==> src/rtl/cpu_pkg.sv <==
// Shared CPU definitions: register index type, PC index and datapath width.
package cpu_pkg;

  localparam int REG_AW = 4;
  localparam int DW     = 32;

  typedef logic [REG_AW-1:0] reg_idx_t;

  localparam reg_idx_t REG_PC = 4'd15;

  // Results aimed at the PC are dropped by the writeback path.
  function automatic logic is_pc(input reg_idx_t idx);
    return idx == REG_PC;
  endfunction

endpackage

==> src/rtl/wb_fifo.sv <==
// Small synchronous FIFO holding {rd, data} load results awaiting the write port.
module wb_fifo #(
  parameter int W     = 36,
  parameter int DEPTH = 2
) (
  input  logic         clk_i,
  input  logic         reset_i,
  input  logic         push_i,
  input  logic [W-1:0] din_i,
  input  logic         pop_i,
  output logic [W-1:0] dout_o,
  output logic         full_o,
  output logic         empty_o
);

  localparam int PW = (DEPTH > 1) ? $clog2(DEPTH) : 1;
  localparam int CW = $clog2(DEPTH + 1);

  logic [W-1:0]  mem_q [DEPTH];
  logic [PW-1:0] rd_ptr_q;
  logic [PW-1:0] wr_ptr_q;
  logic [CW-1:0] count_q;
  logic          do_push;
  logic          do_pop;

  // Pointers wrap explicitly at DEPTH so a single-entry buffer also works.
  function automatic logic [PW-1:0] next_ptr(input logic [PW-1:0] p);
    if (p == PW'(DEPTH - 1)) return '0;
    return p + 1'b1;
  endfunction

  assign full_o  = (count_q == CW'(DEPTH));
  assign empty_o = (count_q == '0);
  assign do_push = push_i & ~full_o;
  assign do_pop  = pop_i & ~empty_o;
  assign dout_o  = mem_q[rd_ptr_q];

  // Pointer and occupancy bookkeeping; push and pop may coincide.
  always_ff @(posedge clk_i) begin
    if (reset_i) begin
      rd_ptr_q <= '0;
      wr_ptr_q <= '0;
      count_q  <= '0;
    end else begin
      if (do_push) wr_ptr_q <= next_ptr(wr_ptr_q);
      if (do_pop)  rd_ptr_q <= next_ptr(rd_ptr_q);
      if (do_push && !do_pop)      count_q <= count_q + 1'b1;
      else if (do_pop && !do_push) count_q <= count_q - 1'b1;
    end
  end

  // Storage needs no reset: entries are only read after being written.
  always_ff @(posedge clk_i) begin
    if (do_push) mem_q[wr_ptr_q] <= din_i;
  end

endmodule

==> src/rtl/reg_writeback_ctrl.sv <==
// Writeback controller: arbitrates ALU and load results onto the single
// register_file write port and tracks which registers have writes in flight.
//
// Handshake: the load port transfers when mem_valid_i & mem_ready_o are both
// high on a rising edge; mem_valid_i/mem_rd_i/mem_data_i must stay stable while
// waiting, and mem_ready_o depends only on registered state (never on
// mem_valid_i). The ALU port has no ready and is consumed whenever valid.
module reg_writeback_ctrl #(
  parameter int DW       = 32,
  parameter int NREG     = 16,
  parameter int WB_DEPTH = 2
) (
  input  logic          clk_i,
  input  logic          reset_i,
  input  logic          issue_valid_i,
  input  logic          issue_wr_i,
  input  logic [3:0]    issue_rd_i,
  input  logic          r1_used_i,
  input  logic [3:0]    r1_addr_i,
  input  logic          r2_used_i,
  input  logic [3:0]    r2_addr_i,
  input  logic          alu_valid_i,
  input  logic [3:0]    alu_rd_i,
  input  logic [DW-1:0] alu_data_i,
  input  logic          mem_valid_i,
  input  logic [3:0]    mem_rd_i,
  input  logic [DW-1:0] mem_data_i,
  output logic          mem_ready_o,
  output logic          stall_o,
  output logic          wr_en_o,
  output logic [3:0]    wr_addr_o,
  output logic [DW-1:0] data_o
);

  import cpu_pkg::reg_idx_t;
  import cpu_pkg::REG_PC;
  import cpu_pkg::is_pc;

  localparam int FW = DW + 4;

  logic [NREG-1:0] pend_q;
  logic [NREG-1:0] pend_d;
  logic            issue_set;
  logic            alu_wr;
  logic            mem_wr;
  logic            fifo_full;
  logic            fifo_empty;
  logic [FW-1:0]   fifo_dout;
  logic            fifo_push;
  logic            fifo_pop;
  logic            direct_ld;
  logic            sel_valid;
  reg_idx_t        sel_addr;
  logic [DW-1:0]   sel_data;

  // Hazard check: any used source or the destination still awaiting a write.
  assign stall_o = issue_valid_i &
                   ((r1_used_i  & pend_q[r1_addr_i]) |
                    (r2_used_i  & pend_q[r2_addr_i]) |
                    (issue_wr_i & pend_q[issue_rd_i]));

  assign issue_set   = issue_valid_i & ~stall_o & issue_wr_i & ~is_pc(issue_rd_i);
  assign mem_ready_o = ~fifo_full;

  // A PC-targeted result is consumed but never occupies the port or the buffer.
  assign alu_wr    = alu_valid_i & ~is_pc(alu_rd_i);
  assign mem_wr    = mem_valid_i & mem_ready_o & ~is_pc(mem_rd_i);
  assign fifo_pop  = ~alu_wr & ~fifo_empty;
  assign direct_ld = mem_wr & ~alu_wr & fifo_empty;
  assign fifo_push = mem_wr & ~direct_ld;

  wb_fifo #(
    .W     (FW),
    .DEPTH (WB_DEPTH)
  ) u_fifo (
    .clk_i   (clk_i),
    .reset_i (reset_i),
    .push_i  (fifo_push),
    .din_i   ({mem_rd_i, mem_data_i}),
    .pop_i   (fifo_pop),
    .dout_o  (fifo_dout),
    .full_o  (fifo_full),
    .empty_o (fifo_empty)
  );

  // Port arbitration: ALU first, then oldest buffered load, then a fresh load.
  always_comb begin
    sel_valid = 1'b0;
    sel_addr  = alu_rd_i;
    sel_data  = alu_data_i;
    if (alu_wr) begin
      sel_valid = 1'b1;
    end else if (!fifo_empty) begin
      sel_valid = 1'b1;
      sel_addr  = fifo_dout[FW-1:DW];
      sel_data  = fifo_dout[DW-1:0];
    end else if (direct_ld) begin
      sel_valid = 1'b1;
      sel_addr  = mem_rd_i;
      sel_data  = mem_data_i;
    end
  end

  // Registered write port: the selected result appears one cycle later.
  always_ff @(posedge clk_i) begin
    if (reset_i) begin
      wr_en_o   <= 1'b0;
      wr_addr_o <= '0;
      data_o    <= '0;
    end else begin
      wr_en_o <= sel_valid;
      if (sel_valid) begin
        wr_addr_o <= sel_addr;
        data_o    <= sel_data;
      end
    end
  end

  // Next pending set: retire the register being written, then mark new issue (set wins).
  always_comb begin
    pend_d = pend_q;
    if (wr_en_o)   pend_d[wr_addr_o]  = 1'b0;
    if (issue_set) pend_d[issue_rd_i] = 1'b1;
    pend_d[REG_PC] = 1'b0;
  end

  // Pending scoreboard register.
  always_ff @(posedge clk_i) begin
    if (reset_i) pend_q <= '0;
    else         pend_q <= pend_d;
  end

endmodule

==> config.mk <==
export PLATFORM = sky130hd
export DESIGN_NAME = reg_writeback_ctrl
export DESIGN_NICKNAME = d
export VERILOG_FILES = /design/src/rtl/cpu_pkg.sv /design/src/rtl/wb_fifo.sv /design/src/rtl/reg_writeback_ctrl.sv
export SDC_FILE = /design/constraint.sdc
export NUM_CORES = 1
export LEC_CHECK = 0
export CAP_MARGIN = 0
export CORE_UTILIZATION = 32
export CTS_CLUSTER_SIZE = 25
export DETAILED_ROUTE_END_ITERATION = 10
export GPL_TIMING_DRIVEN = 0
export HOLD_SLACK_MARGIN = 0.03
export PLACE_DENSITY = 0.6
export SETUP_SLACK_MARGIN = 0.15
export SYNTH_ARGS = -nofsm -noshare
export SYNTH_HDL_FRONTEND = slang
export SYNTH_SLANG_ARGS = --single-unit
export TNS_END_PERCENT = 50
==> constraint.sdc <==
create_clock -name clk_i -period 4.7 [get_ports clk_i]
set_clock_uncertainty 0.2 [all_clocks]
set_input_delay 0.705 -clock clk_i [delete_from_list [all_inputs] [get_ports clk_i]]
set_output_delay 0.705 -clock clk_i [all_outputs]
set_load 0.005 [all_outputs]
==> results.tsv <==
stage	metric	value	unit
outcome	outcome	finished, final reports clean	
min_path	worstHoldPathCells	2	
detailed_routing	viasPerCell	5.37	
clock_network	ctsHoldBuffers	0	
yosys	syn-num-nets	589	
yosys	syn_area	0.00573	mm²
placement	hpwl	11700	µm
yosys	synth_cell_type_count	48	
clock_network	clock-sinks	129	
clock_network	cts_root_buf	clkbuf_16	
sta	fin_crit_sh	0.878	
setup_path	cp.required	3.80	ns
power_and_ir_drop	clkPwrFrac	0.346	
sta	rsz0062_at_grt	false	
cells_and_area	num-nets-final	738	
floorplanning	die_h	136	µm
power_and_ir_drop	switching_share	0.281	
sta	maxSlewHeadroom	0.362	
yosys	synth_edf_count	72	
setup_path	path_delay_family	buffers and inverters	
floorplanning	initial_core_util	0.329	
setup_path	crit_path_start_kind	input pin	
detailed_routing	ant_nets	0	
global_route	grt_pass1_wl	25700	µm
setup_path	cp_common_cell	clkdlybuf4s50_1	
cells_and_area	nFillCells	1622	
clock_network	tritoncts	yes	
sta	worst_pin_slew	0.952	ns
floorplanning	die_w	136	µm
sta	max_freq	242	MHz
detailed_routing	vias	4743	
global_route	grt_remaining_overflow	0	
setup_path	crit_end	stall_o	
sta	finalHoldViolations	0	
yosys	postSynth.asyncResetShare	0	
clock_network	clock_latency	0.42	ns
yosys	yosysSeqAreaShare	0.576	
cells_and_area	stdcell_count	884	
power_and_ir_drop	p_int	0.00259	W
yosys	synth_seq_cells	129	
power_and_ir_drop	ir_drop	244	µV
global_route	grt_pass1_vias	4848	
yosys	synthTopCellsByArea	edfxtp_1 38%, dfxtp_1 20%, mux2i_1 8.0%, a221oi_1 4.4%, nor3_1 3.2%	
global_route	track_usage	0.186	
setup_path	crit_chain	clkdlybuf4s50_1 > and2_1 > nor3b_1 > o41ai_2 > nand4_2 > buf_6 > o21a_1 > clkdlybuf4s50_1	
yosys	yosysMostFrequentCell	edfxtp_1	
detailed_routing	wl_per_cell	18.6	µm
clock_network	clockBufferDepth	2	
placement	portBuffers	126	
setup_path	crit_fanout	10	
clock_network	numCtsBuffers	17	
global_route	antenna_found_initial	1	
setup_path	ff2ff_setup_slack	2.25	ns
sta	fin_crit	4.13	ns
clock_network	path_clk_slew	0.05	ns
sta	setup_violations	0	
floorplanning	ios	131	
cells_and_area	area_growth	38.1	%
setup_path	worstSetupPathDepth	8	
power_and_ir_drop	power.switching	0.00102	W
clock_network	post_cts_buffers	0	
setup_path	crit_start	issue_rd_i[3]	
yosys	synth_cells	496	
power_and_ir_drop	seqPwrFrac	0.398	
setup_path	path_buf_inv	3	
detailed_routing	drtPass1Iterations	5	
global_route	grt_max_degree	33	
power_and_ir_drop	powerDensity	456	mW/mm²
setup_path	crit_arrival	3.22	ns
sta	hold-worst-slack	0.249	ns
power_and_ir_drop	p_leak	2.65	nW
floorplanning	dieArea	0.0185	mm²
placement	pre_cts_slack	0.605	ns
yosys	synth_top_area_frac	0.377	
sta	slew_viol_final	0	
floorplanning	coreArea	0.0174	mm²
detailed_routing	drt_wl_total	16500	µm
setup_path	cp-end-kind	output port	
sta	setup_ws	0.572	ns
detailed_routing	detail_route.iter0.violations	320	
setup_path	r2r_cells	7	
yosys	ys.flop_type	edfxtp_1	
yosys	syn_avg_cell_area	11.6	µm²
power_and_ir_drop	p_comb_frac	0.256	
cells_and_area	drive_gt1_frac	0.0912	
setup_path	crit_type	in2out	
setup_path	r2r_start	u_fifo.count_q[0]	
min_path	holdCritPathClass	reg2reg	
clock_network	cts_resized	0	
placement	place.gp.congestion	0.939	
setup_path	slowest_stage	clkdlybuf4s50_1	
yosys	synth_largest_area_cell	edfxtp_1	
placement	dp_cells	851	
yosys	synth_common_cells	72 x edfxtp_1, 57 x dfxtp_1, 46 x mux2i_1	
flow_run	cap_viol_max_count	0	
setup_path	r2r-end	u_fifo.count_q[1]	
floorplanning	row_count	48	
detailed_routing	drc	0	
yosys	ys_warn_count	0	
clock_network	cts.htree.levels	4	
setup_path	max_stage_delay	0.52	ns
per-stage QoR:
stage / TNS, ns / total power (W) / instance area [µm²] / util
2_1_floorplan: 0 / 0.00196 / 5730 / -
3_3_place_gp: -56.72 / 0.00235 / 7280 / 0.418
3_5_place_dp: 0 / 0.00238 / 7340 / 0.422
4_1_cts: 0 / 0.00364 / 7910 / 0.454
5_1_grt: 0 / 0.00378 / 7910 / 0.454
6_report: 0 / 0.00361 / 7920 / 0.454
cells in the final DEF (no fill, tap or decap), drive strengths merged, types with 2 or more instances in the layout:
cell type      synthesis  final
clkdlybuf4s50          0    126
edfxtp                72     72
dfxtp                 57     57
clkbuf                18     47
mux2i                 46     46
nand2                 39     39
nor3                  37     37
a21oi                 32     32
a221oi                29     29
buf                   19     23
nor2                  21     21
nand4                 20     20
o21ai                 16     16
a22oi                  9      9
o211ai                 9      9
nand3                  8      8
nand3b                 7      7
o22ai                  7      7
nand2b                 6      6
nor2b                  5      5
mux4                   5      5
and2                   5      5
inv                    3      4
nor3b                  3      3
xor2                   3      3
o311ai                 3      3
o2111ai                2      2
and3                   2      2
clkinv                 0      2
or3                    2      2
worst reg2reg max path: stages, from the launching register on:
cell      delay, ns
dfxtp_1        0.30
clkbuf_1       0.25
or2_2          0.21
clkbuf_1       0.34
nand2_1        0.18
ha_1           0.37
or3_1          0.37
a21oi_1        0.16
registers in the layout, summed over array words and instances (netlist names), named ones only:
| register | cells |
|---|---|
| wr_addr_o | 4 |
| u_fifo.count_q | 2 |
| data_o | 32 |
| pend_q | 15 |
| wr_en_o | 1 |
| u_fifo.mem_q | 72 |
| u_fifo.rd_ptr_q | 1 |
| u_fifo.wr_ptr_q | 1 |
metal layers:
layer	routed length, µm	GRT usage
met1	7080	0.226
met2	7830	0.304
met3	1170	0.0544
met4	391	0.0827
met5	0	0
how the worst min path moves through the flow:
stage	start	to	slack, ns
6_report	data_o[31]	data_o[31]	0.25
3_3_place_gp	data_o[19]	data_o[19]	0.24
5_1_grt	data_o[19]	data_o[19]	0.27
4_1_cts	data_o[31]	data_o[31]	0.25
2_1_floorplan	data_o[0]	data_o[0]	0.25
3_5_place_dp	data_o[25]	data_o[25]	0.24
cells by family (layout without fill, tap and decap cells):
family / Yosys count / count (layout) / share of synthesized area
AO/OA/AOI/OAI: 112 / 112 / 0.134
XOR/XNOR: 4 / 4 / 0.00611
buffers and inverters: 40 / 202 / 0.0330
AND/OR/NAND/NOR: 158 / 158 / 0.145
adder cells (fa/ha/maj): 1 / 1 / 0.00218
multiplexers: 52 / 52 / 0.104
other: 0 / 1 / 0
flip-flops: 129 / 129 / 0.576
power by group through the flow:
stage / registers (W) / clock network, W / logic, W
floorplan: 0.00145 / 0 / 0.000512
global placement: 0.00146 / 0 / 0.000892
detailed placement: 0.00146 / 0 / 0.000927
CTS: 0.00144 / 0.00127 / 0.000935
global route: 0.00145 / 0.00132 / 0.00101
finish: 0.00144 / 0.00125 / 0.000926
final cells by class:
type / instances / area [µm²] / area share
repair buffers: 130 / 1320 / 0.167
plain buffers: 37 / 178 / 0.0224
clock buffers: 29 / 553 / 0.0699
inverters: 3 / 11.3 / 0.00142
well taps: 225 / 282 / 0.0356
diodes: 1 / 2.50 / 0.000316
multi-input cells: 327 / 2250 / 0.284
flip-flops and latches: 129 / 3300 / 0.417
clock inverters: 3 / 16.3 / 0.00206
No activity file was read; power rests on OpenSTA's default activity.
